$ cat config.mk
export PLATFORM = sky130hd
export DESIGN_NAME = tri_edge_scheduler
export DESIGN_NICKNAME = d
export VERILOG_FILES = /design/src/rtl/tri_edge_scheduler_pkg.sv /design/src/rtl/tri_fifo.sv /design/src/rtl/tri_edge_scheduler.sv
export SDC_FILE = /design/constraint.sdc
export NUM_CORES = 1
export LEC_CHECK = 0
export CAP_MARGIN = 10
export CORE_MARGIN = 5
export CORE_UTILIZATION = 45
export DETAILED_ROUTE_END_ITERATION = 16
export GPL_TIMING_DRIVEN = 0
export PLACE_DENSITY = 0.81
export REMOVE_ABC_BUFFERS = 1
export SLEW_MARGIN = 10
export SYNTH_ARGS = -nofsm -noshare
export SYNTH_HDL_FRONTEND = slang
export SYNTH_HIERARCHICAL = 1
export SYNTH_SLANG_ARGS = --single-unit
$ cat constraint.sdc
create_clock -name clk -period 3.7 [get_ports clk]
set_input_delay 0.555 -clock clk [delete_from_list [all_inputs] [get_ports clk]]
set_output_delay 0.555 -clock clk [all_outputs]
set_load 0.005 [all_outputs]
$ cat src/rtl/tri_edge_scheduler_pkg.sv
// Shared encodings for the triangle edge scheduler: FSM states, edge indices, default sizing.
package tri_edge_scheduler_pkg;

    localparam int DEFAULT_WIDTH = 10;
    localparam int DEFAULT_DEPTH = 2;

    typedef enum logic [1:0] {
        IDLE  = 2'b00,
        ISSUE = 2'b01,
        WAIT  = 2'b10,
        DONE  = 2'b11
    } sched_state_t;

    localparam logic [1:0] EDGE0 = 2'd0;
    localparam logic [1:0] EDGE1 = 2'd1;
    localparam logic [1:0] EDGE2 = 2'd2;

endpackage

$ cat src/rtl/tri_fifo.sv
// Triangle storage FIFO. The head entry is readable combinationally, and push/pop take effect on the next edge.
// Pushes are dropped when the FIFO is full and pops are dropped when it is empty; flags come from the count only.
module tri_fifo #(
    parameter int DW    = 60,
    parameter int DEPTH = 2
) (
    input  logic          clk,
    input  logic          reset,
    input  logic          push,
    input  logic [DW-1:0] push_dat,
    input  logic          pop,
    output logic [DW-1:0] pop_dat,
    output logic          full,
    output logic          empty
);

    localparam int AW = $clog2(DEPTH);
    localparam int CW = $clog2(DEPTH) + 1;

    logic [DW-1:0] mem [DEPTH];
    logic [AW-1:0] wr_ptr;
    logic [AW-1:0] rd_ptr;
    logic [CW-1:0] count;
    logic          do_push;
    logic          do_pop;

    assign full    = (count == CW'(DEPTH));
    assign empty   = (count == '0);
    assign do_push = push & ~full;
    assign do_pop  = pop & ~empty;
    assign pop_dat = mem[rd_ptr];

    always_ff @(posedge clk) begin
        if (do_push) begin
            mem[wr_ptr] <= push_dat;
        end
    end

    // DEPTH is a power of two, so the pointers wrap by simple overflow.
    always_ff @(posedge clk or posedge reset) begin
        if (reset) begin
            wr_ptr <= '0;
            rd_ptr <= '0;
            count  <= '0;
        end else begin
            if (do_push) begin
                wr_ptr <= wr_ptr + AW'(1);
            end
            if (do_pop) begin
                rd_ptr <= rd_ptr + AW'(1);
            end
            case ({do_push, do_pop})
                2'b10:   count <= count + CW'(1);
                2'b01:   count <= count - CW'(1);
                default: count <= count;
            endcase
        end
    end

endmodule

$ cat src/rtl/tri_edge_scheduler.sv
// Buffers triangles and feeds their three edges to a shared line rasterizer. ln_start is 3 cycles after accept into an idle block.
// tri_ready is FIFO-not-full with no bypass. Define TRI_EDGE_CULL_EN to skip zero-length edges without starting the rasterizer.
module tri_edge_scheduler
    import tri_edge_scheduler_pkg::*;
#(
    parameter int WIDTH = DEFAULT_WIDTH,
    parameter int DEPTH = DEFAULT_DEPTH
) (
    input  logic             clk,
    input  logic             reset,
    input  logic             tri_valid,
    output logic             tri_ready,
    input  logic [WIDTH-1:0] ix_p1,
    input  logic [WIDTH-1:0] iy_p1,
    input  logic [WIDTH-1:0] ix_p2,
    input  logic [WIDTH-1:0] iy_p2,
    input  logic [WIDTH-1:0] ix_p3,
    input  logic [WIDTH-1:0] iy_p3,
    output logic             ln_start,
    input  logic             ln_busy,
    input  logic             ln_done,
    output logic [WIDTH-1:0] x_out1,
    output logic [WIDTH-1:0] y_out1,
    output logic [WIDTH-1:0] x_out2,
    output logic [WIDTH-1:0] y_out2,
    output logic             tri_done,
    output logic             busy
);

    localparam int TW = 6 * WIDTH;

    sched_state_t    state;
    logic [1:0]      edge_idx;
    logic [1:0]      next_idx;
    logic [TW-1:0]   work;
    logic [TW-1:0]   fifo_rd_dat;
    logic            fifo_full;
    logic            fifo_empty;
    logic            fifo_push;
    logic            fifo_pop;

    // Endpoints for an edge index; out1 is always the first-named vertex.
    function automatic logic [4*WIDTH-1:0] edge_sel(input logic [1:0] idx, input logic [TW-1:0] t);
        logic [WIDTH-1:0] x1, y1, x2, y2, x3, y3;
        {x1, y1, x2, y2, x3, y3} = t;
        case (idx)
            EDGE1:   edge_sel = {x1, y1, x3, y3};
            EDGE2:   edge_sel = {x2, y2, x3, y3};
            default: edge_sel = {x1, y1, x2, y2};
        endcase
    endfunction

    assign tri_ready = ~fifo_full & ~reset;
    assign fifo_push = tri_valid & tri_ready;
    assign fifo_pop  = (state == IDLE) & ~fifo_empty;
    assign next_idx  = edge_idx + 2'd1;
    assign busy      = ~fifo_empty | (state != IDLE);

    tri_fifo #(
        .DW    (TW),
        .DEPTH (DEPTH)
    ) u_fifo (
        .clk      (clk),
        .reset    (reset),
        .push     (fifo_push),
        .push_dat ({ix_p1, iy_p1, ix_p2, iy_p2, ix_p3, iy_p3}),
        .pop      (fifo_pop),
        .pop_dat  (fifo_rd_dat),
        .full     (fifo_full),
        .empty    (fifo_empty)
    );

    always_ff @(posedge clk or posedge reset) begin
        if (reset) begin
            state    <= IDLE;
            edge_idx <= EDGE0;
            work     <= '0;
            x_out1   <= '0;
            y_out1   <= '0;
            x_out2   <= '0;
            y_out2   <= '0;
            ln_start <= 1'b0;
            tri_done <= 1'b0;
        end else begin
            ln_start <= 1'b0;
            tri_done <= 1'b0;
            case (state)
                IDLE: begin
                    if (!fifo_empty) begin
                        work     <= fifo_rd_dat;
                        edge_idx <= EDGE0;
                        {x_out1, y_out1, x_out2, y_out2} <= edge_sel(EDGE0, fifo_rd_dat);
                        state    <= ISSUE;
                    end
                end
                ISSUE: begin
`ifdef TRI_EDGE_CULL_EN
                    if ((x_out1 == x_out2) && (y_out1 == y_out2)) begin
                        if (edge_idx == EDGE2) begin
                            state <= DONE;
                        end else begin
                            edge_idx <= next_idx;
                            {x_out1, y_out1, x_out2, y_out2} <= edge_sel(next_idx, work);
                        end
                    end else
`endif
                    if (!ln_busy) begin
                        ln_start <= 1'b1;
                        state    <= WAIT;
                    end
                end
                WAIT: begin
                    if (ln_done) begin
                        if (edge_idx == EDGE2) begin
                            state <= DONE;
                        end else begin
                            edge_idx <= next_idx;
                            {x_out1, y_out1, x_out2, y_out2} <= edge_sel(next_idx, work);
                            state    <= ISSUE;
                        end
                    end
                end
                DONE: begin
                    tri_done <= 1'b1;
                    state    <= IDLE;
                end
                default: state <= IDLE;
            endcase
        end
    end

endmodule

==> results.md, run 1 <==
- VDD sags by at most 0.418 mV.
- Counting the buffers created by CTS gives 24.
- Sorting the synthesized cells by area gives the leading types as sky130_fd_sc_hd__edfxtp_1 (37%), sky130_fd_sc_hd__dfrtp_1 (28%), sky130_fd_sc_hd__mux2_4 (9.1%), sky130_fd_sc_hd__nand2_1 (7.0%), sky130_fd_sc_hd__o31ai_1 (2.4%).
- The buffers inserted during post-CTS setup optimization is 0.
- The post-synth design cell area is 9750 um2.
- The slowest stage of the critical path is the sky130_fd_sc_hd__nand2b_1 cell.
- The clock latency of the later-clocked register in the worst-skew pair is 0.50 ns.
- The final critical path takes up 88.8% of the cycle.
- Using the TritonRoute via totals, the vias-per-cell ratio works out to 5.37.
- In this run the number of H-tree levels came out at 1.
- The cell family contributing the most delay on the critical path is simple AND/OR/NAND/NOR gates.
- The routed length per instance is 18.5 um.
- Among all flip-flop cells after synthesis, the most frequent one is sky130_fd_sc_hd__edfxtp_1.
- The share of async-settable or async-resettable flops after synthesis is 47.8%.
- The length of the first detailed-routing pass in iterations is 4.
- The count of hold buffers inserted by post-cts repair is 0.
- Counting both buffers and inverters, the worst setup path holds a total of 1.
- The minimum clock period is 3.29 ns.
- The final-report hold violation count came to 0.
- Yosys mapped a number of flops with a built-in enable equal to 120.
- The full die area is 24700 um2.
- In this run the register-to-register setup slack is 0.41 ns.
- The max-slew headroom at the worst pin is 12.2%.
- The cell taking the most area after synthesis is sky130_fd_sc_hd__edfxtp_1.
- CTS placed an instance of sky130_fd_sc_hd__clkbuf_16 at the clock tree root.
- In the synthesized netlist, the number of instances is 751.
- The number of antenna diodes in the final layout is 0.
- Entering global routing, the biggest net connects 58 pins.
- Clock skew on the completed layout was measured at 0.0100 ns.
- The type of destination of the critical path is a flip-flop.
- The max-cap check violation count is 0.
- The setup slack after layout is 0.414 ns.
- The width of the chip is 157 um.
- Based on the critical path, the design can be clocked at up to 304 MHz.
- The total power density per cell area is 872 nW/um2.
- In this run the critical register-to-register path is captured at y_out1[3]$_DFFE_PP0P_.
- The first-pass GRT wire length is 33.5 mm.
- At the worst endpoint, the arrival time is 3.67 ns.
- The y dimension of the die is 157 um.
- Routability-driven placement finished with a final weighted congestion of 0.715.
- The placement-stage worst setup slack is 0.498 ns.
- Counting flops and latches in the post-synthesis netlist gives 230.
- Detailed routing inserted a total of 6084 vias.
- After the first detailed-routing iteration, the DRC count stood at 306.
- The type of the worst setup path is flip-flop to flip-flop.
- The area fraction of the dominant cell type after synthesis is 37.0%.
- The worst register-to-register path begins at edge_idx[0]$_DFFE_PP0P_.
- The half-perimeter wire length after placement is 13.3 mm.
- The number of cells traversed by the worst register-to-register path is 5.
- The number of setup violations in the final report is 0.
- The startpoint of the most critical setup path is edge_idx[0]$_DFFE_PP0P_.
- STA classifies the critical path startpoint as a flip-flop.
- Following the worst setup path forward leads to its endpoint at y_out1[3]$_DFFE_PP0P_.
- After global routing the overflow that remains totals 0.
- The total number of clock tree sinks is 230.
- Along the worst path, the maximum fanout reaches 22.
- The critical path runs through a total of 5 cells.
- For this run, the number of Yosys warnings is 6.
- In this run the static leakage power is 4.88 nW.
- The relative area change from synthesis to final layout is 22.3%.
- The effective utilization at floorplan is 46.1%.
- In the final layout, the share of cells above drive strength 1 is 14.8%.
- The largest stage delay on the critical path is 1.10 ns.
- The total routed wirelength is 21.0 mm.
- The cell row count is 53.
- The post-synthesis sequential area ratio is 65.2%.
- The average instance in the mapped netlist occupies 13.0 um2.
- The clock tree from TritonCTS is built.
- The remaining antenna violation count is 0.
- The number of global-route vias before repair is 6336.
- The number of remaining DRC errors is 0.
- The aggregate global-route resource usage is 16.9%.
- The maximum buffer depth of the clock tree is 3.
- The port buffer count is 108.
- The number of pins with negative max-slew slack in the final report is 0.
- Setup repair after global routing left no endpoint under its margin.
- The number of antenna violations at the first check in global routing is 0.
- The run finished with clean final reports.
- For this run, the post-layout net count is 909.
- For the pin with the worst max-slew slack, the measured transition is 1.32 ns.
- During I/O placement, the number of pins put on the boundary was 109.
- The core footprint is 21200 um2.
- The count of unique library cells instantiated by Yosys is 35.
- Clock-pin slew was measured on the worst setup and hold paths at 0.06 ns.
- The number of instances resized during post-cts repair is 0.
- The filler cell count is 1681.
- Walking the worst path, the cells encountered are inv_1 -> ha_1 -> nand2b_1 -> a221oi_1 -> o31ai_1.
- The worst hold-check path type is input port to async pin.
- The total design power is 0.0104 W.
- Data on the critical path is required at its endpoint by 4.09 ns.
## registers in the layout, summed over array words and instances, names as in the netlist
register       count
edge_idx           2
ln_start           1
state              2
tri_done           1
u_fifo/count       2
u_fifo/mem       120
u_fifo/rd_ptr      1
u_fifo/wr_ptr      1
work              60
x_out1            10
x_out2            10
y_out1            10
y_out2            10
## cell usage in the layout, fill, tap and decap left out, types with 2 or more instances in the layout
cell type / instances
sky130_fd_sc_hd__clkinv_4: 2
sky130_fd_sc_hd__bufinv_16: 2
sky130_fd_sc_hd__nand2_1: 182
sky130_fd_sc_hd__xnor2_1: 3
sky130_fd_sc_hd__clkinv_2: 2
sky130_fd_sc_hd__and2_1: 2
sky130_fd_sc_hd__clkinv_1: 3
sky130_fd_sc_hd__dfrtp_1: 109
sky130_fd_sc_hd__o31ai_1: 31
sky130_fd_sc_hd__a211oi_1: 20
sky130_fd_sc_hd__clkbuf_16: 25
sky130_fd_sc_hd__edfxtp_1: 120
sky130_fd_sc_hd__buf_16: 6
sky130_fd_sc_hd__clkdlybuf4s50_1: 108
sky130_fd_sc_hd__o31ai_2: 9
sky130_fd_sc_hd__clkbuf_8: 3
sky130_fd_sc_hd__nand3_1: 41
sky130_fd_sc_hd__clkbuf_1: 7
sky130_fd_sc_hd__inv_1: 5
sky130_fd_sc_hd__nand2b_1: 3
sky130_fd_sc_hd__a221oi_1: 20
sky130_fd_sc_hd__buf_12: 4
sky130_fd_sc_hd__xor2_1: 2
sky130_fd_sc_hd__ha_1: 3
sky130_fd_sc_hd__o21a_1: 20
sky130_fd_sc_hd__o21ai_0: 2
sky130_fd_sc_hd__mux2_4: 59
sky130_fd_sc_hd__nor2_1: 45
## per-stage QoR
| stage | setup TNS (ns) | util (%) | cell area (um2) | hold slack [ns] | std cells |
|---|---|---|---|---|---|
| after floorplan | -62.51 | - | 9390 | 0.321 | 695 |
| after detailed placement | 0 | 52.6 | 11100 | 0.463 | 1089 |
| after CTS | 0 | 56.4 | 11900 | 0.405 | 1133 |
| final | 0 | 56.4 | 11900 | 0.418 | 1133 |
| after global placement | -552.19 | 51.1 | 10800 | 0.458 | 1078 |
| after global routing | 0 | 56.4 | 11900 | 0.427 | 1133 |
## where the power goes
group          total, W  switching, W  internal [W]
Combinational   0.00397       0.00210       0.00188
Clock           0.00239      0.000950       0.00144
Sequential      0.00405      0.000521       0.00352
Total            0.0104       0.00357       0.00684
## per-layer routing
metal / global-route usage [%] / part of all wire (%) / vias to the layer above
li1: - / - / 2838
met1: 21.4 / 40 / 3021
met2: 29.5 / 50 / 188
met3: 3.55 / 6.5 / 37
met4: 4.55 / 2.6 / 0
met5: 0 / 0 / -
## worst min-delay path by stage
stage	to	cells after the start	slack, ns	from
finish	u_fifo/count[1]$_DFFE_PP0P_	2	0.42	reset
global route	u_fifo/count[1]$_DFFE_PP0P_	2	0.43	reset
CTS	u_fifo/wr_ptr$_DFFE_PP0P_	2	0.40	reset
detailed placement	work[47]$_DFFE_PP0P_	2	0.46	work[47]$_DFFE_PP0P_
global placement	work[59]$_DFFE_PP0P_	2	0.46	work[59]$_DFFE_PP0P_
floorplan	u_fifo/count[0]$_DFFE_PP0P_	1	0.32	reset
## worst register-to-register path, cell delays in order (launching register included)
cell	delay [ns]
sky130_fd_sc_hd__dfrtp_1	0.41
sky130_fd_sc_hd__inv_1	0.10
sky130_fd_sc_hd__ha_1	1.00
sky130_fd_sc_hd__nand2b_1	1.11
sky130_fd_sc_hd__a221oi_1	0.20
sky130_fd_sc_hd__o31ai_1	0.35
## synth_stat cells, types with 2 or more instances
library cell	n
sky130_fd_sc_hd__nand2_1	182
sky130_fd_sc_hd__edfxtp_1	120
sky130_fd_sc_hd__dfrtp_1	110
sky130_fd_sc_hd__mux2_4	59
sky130_fd_sc_hd__nor2_1	47
sky130_fd_sc_hd__nand3_1	41
sky130_fd_sc_hd__clkbuf_1	38
sky130_fd_sc_hd__o31ai_1	31
sky130_fd_sc_hd__a211oi_1	20
sky130_fd_sc_hd__a221oi_1	20
sky130_fd_sc_hd__o21a_1	20
sky130_fd_sc_hd__o31ai_2	9
sky130_fd_sc_hd__buf_6	7
sky130_fd_sc_hd__buf_12	6
sky130_fd_sc_hd__inv_1	6
sky130_fd_sc_hd__buf_1	5
sky130_fd_sc_hd__ha_1	4
sky130_fd_sc_hd__nand2b_1	4
sky130_fd_sc_hd__xnor2_1	3
sky130_fd_sc_hd__and2_1	2
sky130_fd_sc_hd__o21ai_0	2
sky130_fd_sc_hd__xor2_1	2
## cell type report
type                            instances  area [um2]  share of cell area, %
Clock buffer                           35         693                   5.81
Inverter                                7        32.5                  0.273
Timing Repair Buffer                  119        1340                   11.2
Tap cell                              275         344                   2.88
Multi-Input combinational cell        458        3060                   25.6
Clock inverter                          9         101                  0.850
Sequential cell                       230        6360                   53.3
## kinds of logic after synthesis
group                      synth area share, %
AOI/OAI and AO/OA                         8.74
xor gates and xnor gates                 0.449
adders and majority gates                0.513
buffers and inverters                     3.97
DFF                                       65.2
muxes                                     9.20
and+or+nand+nor                           11.9
(Power assumes the default switching activity.)
==> run 2: changes to the inputs <==
--- a/config.mk
+++ b/config.mk
@@ -6,7 +6,7 @@
 export NUM_CORES = 1
 export LEC_CHECK = 0
 export CAP_MARGIN = 10
-export CORE_MARGIN = 5
+export CORE_MARGIN = 3
 export CORE_UTILIZATION = 45
 export DETAILED_ROUTE_END_ITERATION = 16
 export GPL_TIMING_DRIVEN = 0
==> run 2 against run 1 <==
  * Die area decreased by 5.0%
  * Highest routed layer unchanged
  * Critical path depth is 3 higher
  * Fmax increased by 12%
  * Worst hold slack worse by 0.037 ns
==> results.md, run 2 (synthesized netlist as in run 1, its figures left out) <==
- The flow ran to the end, and the final reports show no timing, DRC or antenna violations.
- Setup repair after global routing left no endpoint under its margin.
- The type of the worst setup path is flip-flop to flip-flop.
- The largest clock skew in the final design is 0.0111 ns.
- The timing endpoint of the critical path is u_fifo/count[1]$_DFFE_PP0P_.
- The multi-input combinational cells in the finished layout cover a total of 3060 um2.
- The startpoint identified for the worst register-to-register timing path is u_fifo/count[0]$_DFFE_PP0P_.
- In this run the clock root is driven by a sky130_fd_sc_hd__clkbuf_16.
- The placed instance area is 11100 um2.
- The number of flip-flops under the largest register name is 120.
- The die is 153 um tall.
- The half-perimeter wire length after placement is 13.0 mm.
- The number of pins with negative max-slew slack in the final report came to 0.
- The highest attainable clock frequency is 339 MHz.
- The share of total power in the clock network is 24.0%.
- The remaining antenna violation count is 0.
- In this run, post-CTS hold repair placed 0 buffers.
- The worst-case IR drop observed on VDD is 0.478 mV.
- In the final layout, the share of cells above drive strength 1 is 15.0%.
- The total number of clock tree sinks is 230.
- The H-tree level count is 1.
- The max-slew headroom at the worst pin is 17.5%.
- At the later pin of the worst-skew pair, clock insertion delay measures 0.51 ns.
- The total power density per cell area is 881 nW/um2.
- The most common cell after layout, fill and taps aside is sky130_fd_sc_hd__nand2_1.
- The total negative slack for setup checks is 0 ns.
- The width of the chip is 153 um.
- Clock-pin slew was measured on the worst setup and hold paths at 0.06 ns.
- The share of total power dissipated in combinational logic is 37.6%.
- The slew at the pin closest to its max-slew limit is 1.24 ns.
- The worst hold-check path type is input port to async pin.
- The detailed router placed 6115 vias in this run.
- The number of CTS-inserted buffers is 25.
- The cell row count is 53.
- In the routed design, unresolved DRC markers number 0.
- The cell repeated most along the worst path is sky130_fd_sc_hd__nor2_1.
- After layout, the minimum clock period comes to 2.95 ns.
- The port buffer count is 108.
- Net switching is 34.0% of the power.
- The initial utilization of the core area, before any placement, comes to 46.1%.
- Compared with the post-synthesis result, the final layout area differs by 23.0%.
- The I/O pin total is 109.
- The pin count of the biggest net entering global routing is 63.
- The congestion estimate from routability-driven global placement came to 0.737.
- The most flop-heavy register is u_fifo/mem.
- TritonCTS built the clock tree.
- The most critical setup path has its startpoint at u_fifo/count[0]$_DFFE_PP0P_.
- Summing all non-filler instances in the final layout gives an area of 12000 um2.
- After global routing the overflow that remains totals 0.
- The routed length per instance is 18.6 um.
- Data on the critical path arrives at its endpoint at 3.38 ns.
- The number of gates resized after CTS was 0.
- The filler cells instantiated in the layout total 1685.
- Including well taps, the total number of placed cells is 1089.
- In this run the critical register-to-register path is captured at u_fifo/count[1]$_DFFE_PP0P_.
- The DRC marker count from the first detailed-route iteration is 345.
- The full die area is 23500 um2.
- The worst setup path is launched from a flip-flop.
- The largest stage delay on the critical path is 0.55 ns.
- The number of standard cells in the final layout excluding fillers is 1134.
- The analysis attributes to cell leakage a power of 4.91 nW.
- The final layout contains routed wiring with a total length of 21.0 mm.
- Cells fill 56.7% of the core in the end.
- The antenna diode count is 0.
- The worst path uses 79.6% of the clock period.
- The number of global-route vias before repair was 6224.
- For this design the total switching power over the nets is 0.00359 W.
- Measured in cells, the most critical reg-to-reg path has a length of 8.
- Registers are responsible for 38.4% of the overall power.
- The maximum buffer depth of the clock tree is 3.
- The largest registers in the layout are u_fifo/mem: 120 flops, work: 60 flops.
- The length of the first detailed-routing pass in iterations is 5.
- The first global-routing pass estimated 33.7 mm of wire.
- In this run the post-CTS setup repair buffer count came out at 0.
- The max-cap check violation count is 0.
- Along the worst path, the maximum fanout reaches 59.
- In the layout the commonest cells are sky130_fd_sc_hd__nand2_1 (182), sky130_fd_sc_hd__edfxtp_1 (120), sky130_fd_sc_hd__dfrtp_1 (109).
- The slowest stage of the critical path is the sky130_fd_sc_hd__or3_4 cell.
- Across every metal layer, demand over resource in global routing totals 17.8%.
- Setup violations remaining at the end of the flow were counted as 0.
- The number of antenna violations at the first check in global routing is 0.
- The core footprint is 21200 um2.
- At the end of the flow, the number of nets in the layout was 910.
- The cell-internal power is 0.00698 W.
- The setup slack on the worst flop-to-flop path is 0.75 ns.
- The area occupied by registers is 6360 um2.
- The type of destination of the critical path is a flip-flop.
- STA puts the critical path data required time at 4.14 ns.
- The final-report hold violation count was 0.
- After detailed routing, the number of vias per cell comes to 5.39.
- The signal on the critical path passes through nor2_1 -> or3_4 -> buf_16 -> clkinv_2 -> nor2b_2 -> ha_1 -> nor2_1 -> xor2_1.
-- run 2: routing by layer --
| layer | GRT usage, % | wire [um] | vias to the layer above |
|---|---|---|---|
| met5 | 0 | 0 | - |
| li1 | - | - | 2847 |
| met2 | 30.4 | 10500 | 199 |
| met3 | 3.11 | 1390 | 53 |
| met1 | 23.0 | 8530 | 3016 |
| met4 | 6.28 | 651 | 0 |
-- run 2: area by class of cell --
| type | instances | share of cell area [%] |
|---|---|---|
| Clock buffer | 38 | 6.14 |
| Inverter | 7 | 0.271 |
| Clock inverter | 7 | 0.950 |
| Tap cell | 275 | 2.87 |
| Sequential cell | 230 | 53.0 |
| Timing Repair Buffer | 119 | 11.2 |
| Multi-Input combinational cell | 458 | 25.6 |
-- run 2: worst min-delay path by stage --
stage / from / to / slack [ns] / depth (start not counted)
after CTS: reset / u_fifo/wr_ptr$_DFFE_PP0P_ / 0.36 / 2
after floorplan: reset / u_fifo/count[0]$_DFFE_PP0P_ / 0.32 / 1
after global placement: work[48]$_DFFE_PP0P_ / work[48]$_DFFE_PP0P_ / 0.46 / 2
after detailed placement: work[18]$_DFFE_PP0P_ / work[18]$_DFFE_PP0P_ / 0.46 / 2
final: reset / u_fifo/rd_ptr$_DFFE_PP0P_ / 0.38 / 2
after global routing: reset / u_fifo/count[1]$_DFFE_PP0P_ / 0.39 / 2
-- run 2: metrics by stage --
stage | power [W] | hold slack, ns | worst slack (ns)
after floorplan | 0.00653 | 0.321 | -1.41
after global placement | 0.00794 | 0.458 | -4.00
after detailed placement | 0.00811 | 0.463 | 0.745
after CTS | 0.0107 | 0.358 | 0.731
after global routing | 0.0112 | 0.391 | 0.547
final | 0.0106 | 0.381 | 0.753
-- run 2: power by group through the flow --
stage	Clock, W	Sequential (W)	Combinational, W
global route	0.00273	0.00415	0.00436
detailed placement	0	0.00410	0.00400
floorplan	0	0.00405	0.00249
CTS	0.00261	0.00406	0.00401
finish	0.00254	0.00406	0.00397
global placement	0	0.00417	0.00376
-- run 2: critical path, delay by kind of cell (launching register included) --
family,cells,cell delay [ns]
DFF,1,0.43
buffers and inverters,2,0.65
adders and majority gates,1,0.32
and+or+nand+nor,4,1.26
xor gates and xnor gates,1,0.15
==> run 3: changes to the inputs <==
==> constraint.sdc (replaced) <==
create_clock -name clk -period 2.56 [get_ports clk]
set_input_delay 0.384 -clock clk [delete_from_list [all_inputs] [get_ports clk]]
set_output_delay 0.384 -clock clk [all_outputs]
set_load 0.005 [all_outputs]
==> run 3 against run 2 <==
  * Flip-flop and latch count is the same
  * Combinational power grew 48%
  * Cell count up 0.26%
  * Sequential share of layout area decreased by 0.18 points
  * Global-route usage up 0.57 points
  * Worst hold slack got worse by 0.17 ns
  * Fmax grew 26%
  * First-iteration DRC count is 3.2% higher
  * Largest power group unchanged
==> results.md, run 3 (synthesized netlist as in run 1, its figures left out) <==
- The count of nets left with antenna violations once routing finished came out at 0.
- Measured along the x axis, the die boundary spans 153 um.
- The first global-routing pass estimated 34.5 mm of wire.
- The tightest min-delay check is of the input port to async pin type.
- The port buffer count is 108.
- The HPWL after detailed placement is 13.0 mm.
- The number of CTS-inserted buffers is 25.
- The register with the most flip-flops in the final layout is u_fifo/mem.
- The cell at the root of the clock tree is sky130_fd_sc_hd__clkbuf_16.
- The detailed-routed wire length on met2 is 10.9 mm.
- The number of global-route vias before repair is 6309.
- The number of pins with negative max-slew slack in the final report is 0.
- The worst-path cell with the longest stage delay is sky130_fd_sc_hd__dfrtp_1.
- The number of placed instances, taps included, is 1089.
- At the end of routability-driven placement, the weighted congestion stood at 0.737.
- STA classifies the critical path endpoint as a flip-flop.
- The type of the worst setup path is flip-flop to flip-flop.
- The share of the clock period used by the worst path is 91.3%.
- The number of remaining DRC errors is 0.
- Traced cell by cell, the critical path runs through or3_4 -> buf_16 -> clkinv_4 -> nor2b_2 -> ha_1 -> nor2_1 -> xor2_1.
- The y dimension of the die is 153 um.
- IR analysis of the VDD net gives a maximum drop of 0.706 mV.
- The layout cell share with drive strength beyond 1 is 15.5%.
- TritonCTS built the clock tree.
- Derived from the worst setup path, the maximum achievable clock frequency is 428 MHz.
- Summed over all nets, the switching power comes to 0.00531 W.
- After routing, the total negative slack on setup checks comes to 0 ns.
- The minimum clock period is 2.34 ns.
- For this configuration, the core starts out at a cell density of 46.1%.
- CTS saw 230 sinks.
- The detailed router placed 6174 vias in this run.
- Among cell families on the critical path, the largest total delay comes from simple AND/OR/NAND/NOR gates.
- The placed instances occupy a cell area of 11100 um2.
- The number of antenna violations at the first check in global routing came to 0.
- Setup repair after global routing left no endpoint under its margin.
- The H-tree level count is 1.
- In the final layout, the registers with the most flip-flops are u_fifo/mem: 120 flops, work: 60 flops.
- In the layout the commonest cells are sky130_fd_sc_hd__nand2_1 (182), sky130_fd_sc_hd__edfxtp_1 (120), sky130_fd_sc_hd__dfrtp_1 (109).
- The critical path data arrival time is 2.77 ns.
- The largest clock skew in the final design is 0.0117 ns.
- The cell row count is 53.
- Dividing the detail-routed wire length by the instance count gives 19.1 um.
- The largest stage delay on the critical path is 0.56 ns.
- At the end of the flow the core is filled with cells to 56.9%.
- The switching share of power is 34.4%.
- After detailed routing, the met3 layer carries 1.33 mm of wire.
- In this run the static leakage power is 4.92 nW.
- The critical path startpoint category is a flip-flop.
- The max-slew headroom at the worst pin is 45.7%.
- The number of buffers and inverters on the critical path is 2.
- The final-report hold violation count is 0.
- In the routed layout, each cell is associated on average with a via count of 5.43.
- The maximum buffer depth of the clock tree is 3.
- Across the run, the number of max-cap violations was 0.
- The flow ran to the end, and the final reports show no timing, DRC or antenna violations.
- The length of the first detailed-routing pass in iterations is 6.
- The number of setup violations in the final report is 0.
- The required time at the endpoint of the critical path is 3.00 ns.
- Summed over all layers, the global routing overflow is 0.
- The CTS clock-pin slew for the worst setup and hold paths is 0.06 ns.
- In this run, flip-flops and latches consume 38.2% of the power.
- Combinational logic burns 38.0% of the power.
- In the final design database the tool counted 913 nets.
- The area of all placed cells without fillers is 12000 um2.
- The most common cell after layout, fill and taps aside is sky130_fd_sc_hd__nand2_1.
- The share of total power dissipated in the clock network is 23.8%.
- After the flow finishes, the layout carries non-filler instances totaling 1137.
- The total routed wirelength is 21.7 mm.
- During I/O placement, the number of pins put on the boundary was 109.
- The register with the most flip-flops in the layout has 120 of them.
- The core region is 21200 um2.
- The uppermost metal layer occupied by signal nets is met4.
- The full die area is 23500 um2.
- The pin count of the biggest net entering global routing is 63.
- The slew at the pin closest to its max-slew limit is 0.813 ns.
- The total power density per cell area is 1280 nW/um2.
- Of all nets on the critical path, the largest fanout is 59.
- The first routing iteration left 356 violations.
- The repair_antennas step left the layout with diodes totalling 0.
- The setup slack on the worst flop-to-flop path is 0.22 ns.
- Global routing consumed, over all layers together, 18.4% of the routing resources.
- The relative area change from synthesis to final layout is 23.4%.
- The cell-internal power is 0.0101 W.
- The sum of routed wire segments on met1 is 8.91 mm.
- The tightest hold path in the finished design has a slack of 0.212 ns.
- The clock latency of the later-clocked register in the worst-skew pair is 0.51 ns.
-- run 3: area by class of cell --
class	instances	area, um2
inverter	7	36.3
clock inverter	7	114
multi-input combinational	460	3090
timing repair buffer	120	1350
tap	275	344
sequential	230	6360
fill	1686	9120
clock buffer	38	736
-- run 3: final timing paths --
kind	from	end	cells after the start
worst max-delay path	state[1]$_DFFE_PP0P_	u_fifo/count[1]$_DFFE_PP0P_	7
worst min register to register	work[4]$_DFFE_PP0P_	work[4]$_DFFE_PP0P_	2
max in group asynchronous	reset	work[13]$_DFFE_PP0P_	3
worst max register to register	state[1]$_DFFE_PP0P_	u_fifo/count[1]$_DFFE_PP0P_	7
min in group clk	iy_p2[5]	u_fifo/mem[0][25]$_DFFE_PP_	1
worst min-delay path	reset	u_fifo/rd_ptr$_DFFE_PP0P_	2
-- run 3: through the flow --
stage	worst slack, ns	power, W
4_1_cts	0.0345	0.0156
3_5_place_dp	-0.395	0.0117
5_1_grt	0.0581	0.0164
6_report	0.222	0.0154
3_3_place_gp	-5.14	0.0108
2_1_floorplan	-2.55	0.00944
-- run 3: metal layers --
metal | track usage [%] | vias up
met5 | 0 | -
met4 | 6.75 | 0
met3 | 2.92 | 47
met2 | 31.6 | 213
met1 | 23.6 | 3056
li1 | - | 2858
-- run 3: power by group through the flow --
stage | clock network, W | logic (W) | registers, W
finish | 0.00368 | 0.00586 | 0.00589
global route | 0.00394 | 0.00642 | 0.00602
CTS | 0.00378 | 0.00589 | 0.00590
detailed placement | 0 | 0.00578 | 0.00593
global placement | 0 | 0.00484 | 0.00596
floorplan | 0 | 0.00359 | 0.00585
-- run 3: repair_timing --
item	CTS	global route
pin swaps	1	1
endpoints found under the setup margin	55	3
cloned	2	0
setup buffers	0	1
resized for setup	4	1
hold buffers	0	0
